$ cat src/rtl/nos_dac_scheduler.sv
// Frame scheduler for nos_dac_half: sample FIFO, per-period start pulse, bit-depth latch, underrun flag.
// Optional macro NOS_SCHED_HOLD_LAST_EN: repeat the last sample on underrun instead of muting.
package nos_dac_pkg;
  typedef enum logic [1:0] {
    NOS16 = 2'd0,
    NOS24 = 2'd1,
    NOS32 = 2'd2
  } nos_bitnum_t;
endpackage

module nos_dac_scheduler
  import nos_dac_pkg::*;
#(
  parameter int unsigned SAMPLE_W   = 64,
  parameter int unsigned FIFO_DEPTH = 4,
  parameter int unsigned PRIME_LVL  = 2,
  parameter int unsigned DIV_W      = 16,
  parameter int unsigned MIN_PERIOD = 66,
  localparam int unsigned LVL_W     = $clog2(FIFO_DEPTH + 1)
) (
  input  logic                clk,
  input  logic                reset,
  input  logic [SAMPLE_W-1:0] s_data,
  input  logic                s_valid,
  output logic                s_ready,
  input  logic                enable,
  input  logic [DIV_W-1:0]    period,
  input  nos_bitnum_t         nos_bitnum_i,
  output logic                start,
  output logic [SAMPLE_W-1:0] data_out,
  output nos_bitnum_t         nos_bitnum_o,
  output logic                underrun,
  input  logic                underrun_clr,
  output logic [LVL_W-1:0]    fifo_level
);

  localparam int unsigned PTR_W = $clog2(FIFO_DEPTH);

  typedef enum logic [1:0] {
    IDLE  = 2'd0,
    PRIME = 2'd1,
    RUN   = 2'd2
  } state_e;

  state_e              state_q, state_d;
  logic [SAMPLE_W-1:0] mem_q [FIFO_DEPTH];
  logic [SAMPLE_W-1:0] mem_d [FIFO_DEPTH];
  logic [PTR_W-1:0]    wr_ptr_q, wr_ptr_d;
  logic [PTR_W-1:0]    rd_ptr_q, rd_ptr_d;
  logic [LVL_W-1:0]    level_q, level_d;
  logic [DIV_W-1:0]    cnt_q, cnt_d;
  logic [DIV_W-1:0]    period_eff;
  logic                start_q, start_d;
  logic                underrun_q, underrun_d;
  logic [SAMPLE_W-1:0] data_q, data_d;
  nos_bitnum_t         bitnum_q, bitnum_d;
  logic                push, pop, flush, tick;

  assign s_ready      = (level_q < LVL_W'(FIFO_DEPTH));
  assign period_eff   = (period < DIV_W'(MIN_PERIOD)) ? DIV_W'(MIN_PERIOD) : period;
  assign push         = s_valid && s_ready;
  assign pop          = tick && (level_q != '0);

  assign start        = start_q;
  assign data_out     = data_q;
  assign nos_bitnum_o = bitnum_q;
  assign underrun     = underrun_q;
  assign fifo_level   = level_q;

  // Frame FSM: priming, per-period tick, underrun handling
  always_comb begin
    state_d    = state_q;
    cnt_d      = cnt_q;
    start_d    = 1'b0;
    data_d     = data_q;
    bitnum_d   = bitnum_q;
    underrun_d = underrun_q;
    tick       = 1'b0;
    flush      = 1'b0;

    if (underrun_clr) underrun_d = 1'b0;

    case (state_q)
      IDLE: begin
        if (enable) state_d = PRIME;
      end
      PRIME: begin
        if (!enable) begin
          state_d = IDLE;
        end else if (level_q >= LVL_W'(PRIME_LVL)) begin
          state_d = RUN;
          cnt_d   = '0;
        end
      end
      RUN: begin
        if (!enable) begin
          state_d = IDLE;
          flush   = 1'b1;
          cnt_d   = '0;
        end else if (cnt_q == '0) begin
          tick     = 1'b1;
          start_d  = 1'b1;
          cnt_d    = period_eff - DIV_W'(1);
          bitnum_d = nos_bitnum_i;
          if (level_q != '0) begin
            data_d = mem_q[rd_ptr_q];
          end else begin
            underrun_d = 1'b1;
`ifdef NOS_SCHED_HOLD_LAST_EN
            data_d = data_q;
`else
            data_d = '0;
`endif
          end
        end else begin
          cnt_d = cnt_q - DIV_W'(1);
        end
      end
      default: state_d = IDLE;
    endcase
  end

  // Sample FIFO; a flush on run-stop drops everything including a same-cycle push
  always_comb begin
    mem_d    = mem_q;
    wr_ptr_d = wr_ptr_q;
    rd_ptr_d = rd_ptr_q;
    level_d  = level_q;
    if (flush) begin
      wr_ptr_d = '0;
      rd_ptr_d = '0;
      level_d  = '0;
    end else begin
      if (push) begin
        mem_d[wr_ptr_q] = s_data;
        wr_ptr_d        = wr_ptr_q + PTR_W'(1);
      end
      if (pop) rd_ptr_d = rd_ptr_q + PTR_W'(1);
      case ({push, pop})
        2'b10:   level_d = level_q + LVL_W'(1);
        2'b01:   level_d = level_q - LVL_W'(1);
        default: level_d = level_q;
      endcase
    end
  end

  always_ff @(posedge clk or posedge reset) begin
    if (reset) begin
      state_q    <= IDLE;
      wr_ptr_q   <= '0;
      rd_ptr_q   <= '0;
      level_q    <= '0;
      cnt_q      <= '0;
      start_q    <= 1'b0;
      underrun_q <= 1'b0;
      data_q     <= '0;
      bitnum_q   <= NOS16;
      for (int unsigned i = 0; i < FIFO_DEPTH; i++) mem_q[i] <= '0;
    end else begin
      state_q    <= state_d;
      wr_ptr_q   <= wr_ptr_d;
      rd_ptr_q   <= rd_ptr_d;
      level_q    <= level_d;
      cnt_q      <= cnt_d;
      start_q    <= start_d;
      underrun_q <= underrun_d;
      data_q     <= data_d;
      bitnum_q   <= bitnum_d;
      for (int unsigned i = 0; i < FIFO_DEPTH; i++) mem_q[i] <= mem_d[i];
    end
  end

endmodule

$ cat config.mk
export PLATFORM = sky130hd
export DESIGN_NAME = nos_dac_scheduler
export DESIGN_NICKNAME = d
export VERILOG_FILES = /design/src/rtl/nos_dac_scheduler.sv
export SDC_FILE = /design/constraint.sdc
export NUM_CORES = 1
export LEC_CHECK = 0
export ABC_CLOCK_PERIOD_IN_PS = 16300
export CORE_UTILIZATION = 57
export DETAILED_ROUTE_END_ITERATION = 16
export PLACE_DENSITY = 0.83
export SLEW_MARGIN = 15
export SYNTH_ARGS = -nofsm -noshare
export SYNTH_HDL_FRONTEND = slang
export SYNTH_SLANG_ARGS = --single-unit
$ cat constraint.sdc
create_clock -name clk -period 16.3 [get_ports clk]
set_input_delay 3.26 -clock clk [delete_from_list [all_inputs] [get_ports clk]]
set_output_delay 3.26 -clock clk [all_outputs]
set_load 0.01 [all_outputs]
==> summary.md, run 1 <==
The flow ran to the end, and the final reports show no timing, DRC or antenna violations. The longest clock path from root to sink contains 3 buffers. The worst setup path is captured at a flip-flop. After synthesis the netlist holds a flip-flop and latch count of 349. For this design, the CTS-stage hold fixing added 0 buffers.

For the routed wire length, the log shows 34.8 mm. The filler cells instantiated in the layout total 1,789. Type of the worst setup path: input port to flip-flop. The worst-path maximum fanout works out to 9.

For flop-to-flop paths, the worst setup slack is 12,420 ps. The relative max-transition margin is 0.261, and the first-pass GRT wire length is 57.1 mm. The die covers 28,000 µm².

The portion of total power attributed to combinational logic came out at 0.334. The floorplan die height was 167 µm. For this design the total switching power over the nets is 0.00110 W.

The longest individual stage delay on the worst path came out at 670 ps. The floorplan has 60 rows. Entering global routing, the biggest net connects 123 pins. The switching power as a share of total power was 0.301; the number of warnings issued by yosys was 0. Clock network latency to the later pin of the worst-skew pair: 520 ps.

Adding up every negative setup slack in the final design gives 0 ps. The tools report the number of I/O pins as 159. Clock skew on the completed layout was measured at 14.5 ps. For this design the static power due to leakage is 8.26 nW. For this run the aggregate overflow at the end of global routing stands at 0.

Measured along the x axis, the die boundary spans 167 µm. The logs give 0.697 for the final core utilization and 0.579 for the starting density of the core. The tools report the gate count of the mapped netlist as 1,143. In this run, the number of DRC markers left after iteration 0 of detailed routing was 629.

The number of setup buffers added after CTS is 0. The period utilization was 0.400. The data required time of the critical path was 16,690 ps; the net count of the mapped netlist was 1,236. Share of post-route cells with drive strength above 1: 0.321. The minimum period implied by the final worst setup slack was 6520 ps; the remaining antenna violation count after routing was 0.

At the pin with the least slew margin, the transition time is 1110 ps. The tools report the count of endpoints failing hold in the final timing report as 0. The clock transition at the register clock pins on the worst setup and hold paths after CTS works out to 60 ps. For the register area share after synthesis, the log shows 0.561. Once placement finished, the instance area stood at 17,400 µm². Timing would allow up to 153 MHz. The congestion estimate from routability-driven global placement came to 0.920.

The number of antenna cells inserted is 0. The slowest stage of the critical path belongs to the cell or4_1. Total routing usage reported by global routing: 0.257.

Critical path launch point type: an input port. Walking the worst path, the cells encountered are clkdlybuf4s50_1 -> or4_1 -> nor3_4 -> a211oi_4 -> a21oi_1 -> ha_1 -> nor2b_1 -> nand2_1 -> nor3_1 -> o21ai_2 -> and4_1 -> a211o_1. The total of buffers placed on input and output ports is 158.

The sequential share of power came out at 0.423. The average wire length per cell after detail routing is 21.2 µm, and the average footprint of a synthesized cell is 13.6 µm². The tools report the standard cell core area as 26,900 µm². For the critical path arrival, the log shows 6910 ps.

The most used flip-flop cell after synthesis is dfrtp_1. The run gives 0.243 as the clock power share. The number of optimization iterations in the first detailed-route pass came out at 5.

The growth of design area from synthesis to finish was 20.3%. The tree is rooted in a clkbuf_16. The areal power density over the cells came out at 195 nW/µm². TritonCTS built the clock tree. The post-CTS resize count came out at 0. After the last flow step, the layout net total stands at 1,371.

The logs give 0 for the final number of max-transition violations and 9,967 for the overall via count from detail_route. The run gives 1 as the initial antenna violation count. Once layout is done, the placed cells without fillers occupy 18,700 µm². The path class of the tightest hold or removal check is flip-flop to flip-flop.

The number of enable flip-flop cells after synthesis was 0; the residual DRC count was 0. Largest vdd supply drop: 0.106 mV. Setup repair after global routing left no endpoint under its margin. The vias per cell works out to 6.06.

The run gives 15,600 µm² as the cell area after synthesis. The TritonCTS sink count is 349, and the HPWL reported at the end of detailed placement is 19.8 mm. Number of max-capacitance violations reported: 0. The number of H-tree levels is 2. The internal power of the cells totals 0.00256 W. TritonCTS created 38 clock buffers. The share of synthesized flip-flops with an asynchronous set or reset works out to 1.00. For the number of different library cells in the post-synthesis netlist, the log shows 64. The logs give 10.8k for the number of global-route vias before repair and 0 for the count of final setup violators.
[power groups by stage]
stage | clock network (W) | registers (W) | logic (W)
after floorplan | 0 | 0.00149 | 0.000857
after global placement | 0 | 0.00152 | 0.00118
after detailed placement | 0 | 0.00155 | 0.00122
after CTS | 0.000901 | 0.00155 | 0.00123
after global routing | 0.000939 | 0.00160 | 0.00132
final | 0.000889 | 0.00155 | 0.00122
[worst paths after layout]
path / start / to / cells past startpoint
worst max-delay path: period[10] / cnt_q[10]$_DFFE_PP0P_ / 12
worst min-delay path: data_out[39]$_DFFE_PP0P_ / data_out[39]$_DFFE_PP0P_ / 2
worst max register to register: cnt_q[8]$_DFFE_PP0P_ / rd_ptr_q[1]$_DFFE_PP0P_ / 9
worst min register to register: data_out[39]$_DFFE_PP0P_ / data_out[39]$_DFFE_PP0P_ / 2
max in group asynchronous: reset / data_out[4]$_DFFE_PP0P_ / 4
min in group asynchronous: reset / mem_q[39]$_DFFE_PP0P_ / 2
[layer usage]
layer,part of all wire,track usage
met1,0.44,0.353
met2,0.49,0.421
met3,0.054,0.0496
met4,0.021,0.0774
met5,0,0
[cells by family after synthesis]
| family | count (synthesis) | share of synthesized area |
|---|---|---|
| AO/OA/AOI/OAI | 69 | 0.0333 |
| buffers and inverters | 79 | 0.0202 |
| XOR/XNOR | 6 | 0.00338 |
| flip-flops | 349 | 0.561 |
| adder cells (fa/ha/maj) | 6 | 0.00531 |
| AND/OR/NAND/NOR | 305 | 0.0929 |
| multiplexers | 329 | 0.284 |
[cells in the mapped netlist, types with 3 or more instances]
| library cell | number | area share |
|---|---|---|
| dfrtp_1 | 349 | 0.56 |
| mux2_2 | 257 | 0.19 |
| nand2_1 | 155 | 0.037 |
| nand3_1 | 70 | 0.023 |
| mux4_2 | 64 | 0.093 |
| clkbuf_1 | 53 | 0.013 |
| nor2_1 | 22 | 0.0053 |
| a21oi_1 | 13 | 0.0042 |
| buf_2 | 11 | 0.0035 |
| nor3_1 | 9 | 0.0029 |
| o21ai_0 | 8 | 0.0026 |
| inv_1 | 7 | 0.0017 |
| mux2i_1 | 7 | 0.0045 |
| nor4_1 | 7 | 0.0028 |
| a211oi_1 | 6 | 0.0029 |
| buf_1 | 6 | 0.0014 |
| o21ai_1 | 6 | 0.0019 |
| or3_1 | 6 | 0.0024 |
| ha_1 | 5 | 0.0040 |
| nor2b_1 | 5 | 0.0020 |
| a21o_1 | 4 | 0.0019 |
| nand4_1 | 4 | 0.0016 |
| xnor2_1 | 4 | 0.0023 |
| a22o_1 | 3 | 0.0017 |
| and2_1 | 3 | 0.0012 |
| and4_1 | 3 | 0.0017 |
| nand2b_1 | 3 | 0.0012 |
| o211ai_1 | 3 | 0.0014 |
| o21bai_1 | 3 | 0.0014 |
| o311ai_1 | 3 | 0.0017 |
| or2_2 | 3 | 0.0012 |
| or4_1 | 3 | 0.0014 |
[through the flow]
stage | total power (W) | worst slack [ps] | hold WS (ps) | instances
6_report | 0.00365 | 9780 | 473 | 1645
5_1_grt | 0.00386 | 9490 | 489 | 1645
4_1_cts | 0.00367 | 9840 | 476 | 1644
3_5_place_dp | 0.00277 | 9320 | 461 | 1578
3_3_place_gp | 0.00270 | 9460 | 457 | 1578
2_1_floorplan | 0.00234 | 3360 | 474 | 1143
[registers in the layout (all words and copies together), names as in the netlist]
name and cells:
state_q 2, underrun 1, cnt_q 16, wr_ptr_q 2
mem_q 256, fifo_level 3, rd_ptr_q 2, nos_bitnum_o 2
data_out 64, start 1
[cell type report]
type                            count  area, µm²  share of cell area
Sequential cell                   349       8740               0.467
Multi-Input combinational cell    715       6550               0.350
Timing Repair Buffer              166       1660              0.0887
Clock buffer                       53       1130              0.0603
Tap cell                          341        427              0.0228
Clock inverter                     13        178             0.00949
Inverter                            8       37.5             0.00200
[cells in the final DEF (no fill, tap or decap), types with 8 or more instances in the layout]
cell type,Yosys,final
a21oi_1,13,13
clkbuf_16,0,39
clkbuf_8,0,10
clkdlybuf4s50_1,0,158
dfrtp_1,349,347
mux2_2,257,257
mux4_2,64,64
nand2_1,155,150
nand3_1,70,70
nor2_1,22,22
nor3_1,9,9
o21ai_0,8,8
[critical path: cells and delay by family]
kind	cells	cell delay [ps]
buffers and inverters	1	550
and+or+nand+nor	6	2060
AOI/OAI and AO/OA	4	810
adders and majority gates	1	230
No activity file was read; power rests on OpenSTA's default activity.
==> inputs of run 2 (changes only) <==
ABC_CLOCK_PERIOD_IN_PS = 6600   (was 16300)
clock period = 6.6 ns   (was 16.3 ns; I/O delays follow)
==> summary.md, run 2 (synthesis gave the netlist of run 1 again) <==
At the end of routability-driven placement, the weighted congestion stood at 0.894. The clock tree synthesis step divided the H-tree into 2 levels. Critical path endpoint category: a flip-flop. The run gives 8.20 nW as the leakage power. For the clock network latency to the later pin of the worst-skew pair, the log shows 520 ps. The register with the most flip-flops in the layout has 256 of them. The smallest clock period supported by the final layout is computed as 4550 ps.

The starting density of the core is 0.579, and the fmax is 220 MHz. The logs give 6990 ps for the data required time of the critical path and 629 for the violation count after the first detailed-route iteration. During placement, the flow inserted port buffers numbering 158. The critical path arrival is 4940 ps.

The logs give 10.7k for the number of global-route vias before repair and 0.210 for the relative max-transition margin. The register with the most flip-flops in the final layout is mem_q. The maximum buffer depth of the clock tree came out at 3. Buffer type at the clock tree root: clkbuf_16. The top cell types in the final layout, fill and taps aside, are dfrtp_1, mux2_2, clkdlybuf4s50_1. After clock tree synthesis, the clock-pin slew on the worst setup and hold paths is 60 ps.

After floorplanning, the core was sized to cover 26,900 µm². The final-stage net count came out at 1,370. In this run the power density over the cells is 475 nW/µm². Across the run, the number of max-cap violations was 0. Horizontal extent of the die: 167 µm.

The logs give 0 for the count of endpoints failing hold in the final timing report and 0 for the remaining antenna violation count after routing. Prior to clock tree synthesis, the placed netlist has a worst setup slack of 1600 ps. The number of I/O pins is 159, and the overall via count from detail_route is 9,922. The worst-path maximum fanout is 9. The library cell used most frequently in the layout, excluding fill and tap cells, is dfrtp_1. The run finished with clean final reports.

The vias per cell was 6.05; the floorplan die height was 167 µm. The cell depth of the worst min-delay path was 2; the slew of the pin with the lowest slew margin was 1180 ps. For this block, the routed nets add up to 34.2 mm of wire. Dividing the detail-routed wire length by the instance count gives 20.9 µm. Setup violations remaining at the end of the flow were counted as 0.

The number of optimization iterations in the first detailed-route pass is 5. The type of the tightest min-delay check was flip-flop to flip-flop. The longest individual stage delay on the worst path is 670 ps, and the first-pass GRT wire length is 56.0 mm.

Entering global routing, the biggest net connects 155 pins. The run gives 0 as the residual DRC count. Setup slack closes at 2050 ps.

In this run, post-CTS hold repair placed 0 buffers. The depth of the most critical reg-to-reg path came out at 8. Number of cells on the critical path: 12.

The period utilization is 0.690, and the TritonCTS sink count is 349. The largest vdd supply drop was 0.336 mV; the area of the die was 28,000 µm². The number of setup buffers added after CTS is 0.

Final core utilization: 0.692. The cell type of the slowest stage on the worst timing path was or4_1. The number of buffers and inverters on the critical path came out at 1.

The critical path is of the input port to flip-flop type. From synthesis to final layout, the design area changed by 19.5%. Traced cell by cell, the critical path runs through clkdlybuf4s50_1 -> or4_1 -> nor3_4 -> a211oi_4 -> a21oi_1 -> ha_1 -> nand2b_1 -> or3_4 -> nor4_4 -> o21ai_2 -> and4_1 -> a211o_1. After legalization and detailed placement, the total HPWL measured 19.8 mm. Critical path launch point type: an input port. The tools report the number of rows in the core area as 60. The logs give 37 for the number of buffers created by CTS and 0 for the final number of max-transition violations. Setup repair after global routing left no endpoint under its margin.

The total routing usage reported by global routing came out at 0.253. Broken down by cell family, the worst path's largest delay share belongs to simple AND/OR/NAND/NOR gates. On the final layout, the worst clock skew is 17.1 ps. TritonCTS built the clock tree. The post-CTS resize count is 0. Global routing finished with a remaining overflow of 0. For the final routed database, the setup TNS stands at 0 ps. The share of post-route cells with drive strength above 1 was 0.316. The run gives 1 as the initial antenna violation count.
## run 2: changes by cell type in the layout (fill, tap and decap cells not counted)
cell and change:
buf_16 -1, buf_12 +1, clkbuf_8 -3, inv_8 -1, diode_2 +1, clkbuf_1 +3, inv_6 -1, clkinvlp_4 -1
bufinv_16 -2
## run 2: power breakdown
group          switching [W]  internal [W]  leakage (nW)
registers           0.000634       0.00317          4.37
logic                0.00121       0.00180          3.24
clock network       0.000794       0.00123         0.592
## run 2: cell type report
class	count	area, µm²
multi-input cells	715	6550
inverters	8	33.8
repair buffers	166	1650
diodes	1	2.50
well taps	341	427
fillers	1841	8280
flip-flops and latches	349	8740
clock inverters	8	93.8
clock buffers	53	1100
## run 2: metrics by stage
stage               area, µm²  cells  hold slack (ps)  total power, W
global placement        17400   1579              457         0.00667
CTS                     18600   1640              476         0.00891
floorplan               15600   1143              474         0.00579
detailed placement      17400   1579              461         0.00683
finish                  18600   1641              471         0.00883
global route            18600   1640              504         0.00935
## run 2: routing by layer
layer	routed length, µm	global-route usage	vias up
met2	16800	0.419	247
met3	1760	0.0494	75
met4	908	0.0858	0
met1	14800	0.339	5178
met5	0	0	-
li1	-	-	4422
## run 2: worst paths after layout
kind | startpoint | end | slack, ps
max in group asynchronous | reset | rd_ptr_q[0]$_DFFE_PP0P_ | 4280
min in group asynchronous | reset | mem_q[231]$_DFFE_PP0P_ | 1120
setup / recovery | period[10] | cnt_q[10]$_DFFE_PP0P_ | 2050
setup reg to reg | cnt_q[0]$_DFFE_PP0P_ | data_out[19]$_DFFE_PP0P_ | 2840
hold / removal | data_out[39]$_DFFE_PP0P_ | data_out[39]$_DFFE_PP0P_ | 470
hold reg to reg | data_out[39]$_DFFE_PP0P_ | data_out[39]$_DFFE_PP0P_ | 470
## run 2: worst reg2reg max path, stage by stage (launching register included)
cell     delay (ps)
dfrtp_1         460
nor4_2          420
nand4_2         420
nor2_2          630
nand2_2         130
inv_2           890
buf_4           460
nand3_1         180
nand2_1         110
==> inputs of run 3 (changes only) <==
ABC_CLOCK_PERIOD_IN_PS = 4400   (was 6600)
clock period = 4.4 ns   (was 6.6 ns; I/O delays follow)
==> summary.md, run 3 (synthesis gave the netlist of run 1 again) <==
The floorplan step defined a core boundary enclosing 26,900 µm². The top register by number of flip-flops is mem_q. The floorplan has 60 rows. The initial antenna violation count is 2, and the total routing usage reported by global routing is 0.258. TritonCTS built the clock tree. The starting density of the core came out at 0.579.

For this run the aggregate overflow at the end of global routing stands at 0. The run gives 0.354 as the global-route track usage on met1. The run gives 0 as the final number of max-transition violations.

The average wire length per cell after detail routing is 20.7 µm, and the relative max-transition margin is 0.292. For this design, the CTS-stage hold fixing added 0 buffers. The clock reaches the later pin of the worst-skew pair after 510 ps. The HPWL reported at the end of detailed placement is 21.2 mm, and the number of max-capacitance violations reported is 0. Buffers placed on the I/O ports in this run total 158. The floorplan step defined a die boundary enclosing 28,000 µm².

The final-stage net count came out at 1,394. The critical path in this run is classified as input port to flip-flop. CTS placed an instance of clkbuf_16 at the clock tree root. Relative to the synthesized area, the layout overhead comes to 21.1%.

The detailed router finished its first iteration with 843 violations. Along the worst path, the maximum fanout reaches 9. IR analysis of the VDD net gives a maximum drop of 0.425 mV.

The most heavily used metal layer in global routing was met2. 159 I/O pins were placed. In the layout the commonest cells are dfrtp_1, mux2_2, clkdlybuf4s50_1.

The largest individual stage delay along the critical path comes from the cell or4_4. The period utilization came out at 0.873. The run gives 5 as the number of optimization iterations in the first detailed-route pass. The critical path goes through clkdlybuf4s50_1 -> or4_4 -> o21ai_1 -> a211oi_4 -> a21oi_1 -> ha_1 -> nand2b_1 -> or3_4 -> nor4_4 -> o21ai_2 -> and4_1 -> a211o_1.

The run gives 0 as the remaining antenna violation count after routing. The met3 track demand over resource in global routing is 0.0454. The longest individual stage delay on the worst path was 580 ps; the horizontal extent of the die was 167 µm.

The smallest clock period supported by the final layout is computed as 3840 ps. Timing would allow up to 260 MHz. The run gives 8.30 ps as the largest clock skew in the final design. The library cell used most frequently in the layout, excluding fill and tap cells, is dfrtp_1. The tools report the global-route track usage on met2 as 0.431. The number of global-route vias before repair is 10.7k, and the routed wire length is 34.5 mm.

The number of H-tree levels came out at 2. The run gives 37 as the number of buffers created by CTS. The maximum buffer depth of the clock tree is 3.

The critical path endpoint category is a flip-flop. The largest net degree at the start of global routing is 70, and the slew of the pin with the lowest slew margin is 1060 ps. The final estimated routing congestion in global placement came out at 0.894. STA puts the critical path data required time at 4800 ps. The first global-routing pass estimated 57.0 mm of wire.

The flip-flop count of the largest register, all copies and words added was 256. The count of endpoints failing hold in the final timing report was 0. The vias per cell was 6.01.

For this design the static power due to leakage is 8.33 nW. Setup violations remaining at the end of the flow were counted as 0. The areal power density over the cells is 702 nW/µm², and the floorplan die height is 167 µm. Hold timing on the final database bottoms out at a slack of 472 ps. The type of the tightest min-delay check is flip-flop to flip-flop. STA classifies the critical path startpoint as an input port. The residual DRC count was 0; the critical path arrival was 4240 ps. The clock net in this run drives a total of 349 sinks. Setup repair after global routing left no endpoint under its margin.

The post-CTS resize count came out at 0. The run finished with clean final reports. The setup TNS was 0 ps.

The clock transition at the register clock pins on the worst setup and hold paths after CTS was 60 ps; the overall via count from detail_route was 10.0k. Share of post-route cells with drive strength above 1: 0.328. After clock tree synthesis, the setup repair step added 0 buffers.
[run 3: cell types whose count changed in the layout (fill, tap and decap cells not counted), sizes merged]
cell,change
clkbuf,-2
bufinv,-1
clkinv,+3
buf,+24
clkinvlp,+2
[run 3: area by class of cell]
| cell class | count | area, µm² |
|---|---|---|
| clock buffer | 51 | 1050 |
| multi-input combinational | 715 | 6550 |
| antenna | 1 | 2.50 |
| fill | 1801 | 8030 |
| tap | 341 | 427 |
| sequential | 349 | 8740 |
| inverter | 8 | 33.8 |
| timing repair buffer | 190 | 1950 |
| clock inverter | 12 | 93.8 |
[run 3: worst max-delay path, delay by kind of cell]
kind	cells	cell delay, ps
simple gates	5	1580
compound gates	5	1050
buf+inv	1	480
fa+ha+maj	1	240
[run 3: worst paths after layout]
path / from / endpoint / slack, ps / cells past startpoint
max in group asynchronous: reset / data_out[51]$_DFFE_PP0P_ / 2490 / 4
setup reg to reg: cnt_q[3]$_DFFE_PP0P_ / cnt_q[8]$_DFFE_PP0P_ / 1030 / 12
setup / recovery: period[4] / cnt_q[10]$_DFFE_PP0P_ / 560 / 12
min in group asynchronous: reset / data_out[35]$_DFFE_PP0P_ / 860 / 2
hold / removal: data_out[57]$_DFFE_PP0P_ / data_out[57]$_DFFE_PP0P_ / 470 / 2
hold reg to reg: data_out[57]$_DFFE_PP0P_ / data_out[57]$_DFFE_PP0P_ / 470 / 2
[run 3: layer usage]
layer  up-vias  part of all wire
li1       4473                 -
met1      5224              0.43
met2       266              0.50
met3        53             0.052
met4         0             0.018
met5         -                 0
[run 3: report_power, final]
part           total, W  switching, W  leakage [nW]  internal [W]
registers       0.00573      0.000983          4.37       0.00475
logic           0.00456       0.00181          3.40       0.00274
clock network   0.00294       0.00121         0.563       0.00173
[run 3: metrics by stage]
stage	setup WS (ps)	cell area (µm²)	instances	util	total power [W]
3_5_place_dp	64.2	17700	1603	0.659	0.0103
2_1_floorplan	-1150	15600	1143	-	0.00868
6_report	558	18800	1667	0.701	0.0132
5_1_grt	411	18800	1666	0.701	0.0140
3_3_place_gp	170	17700	1603	0.659	0.0101
4_1_cts	593	18800	1666	0.701	0.0133
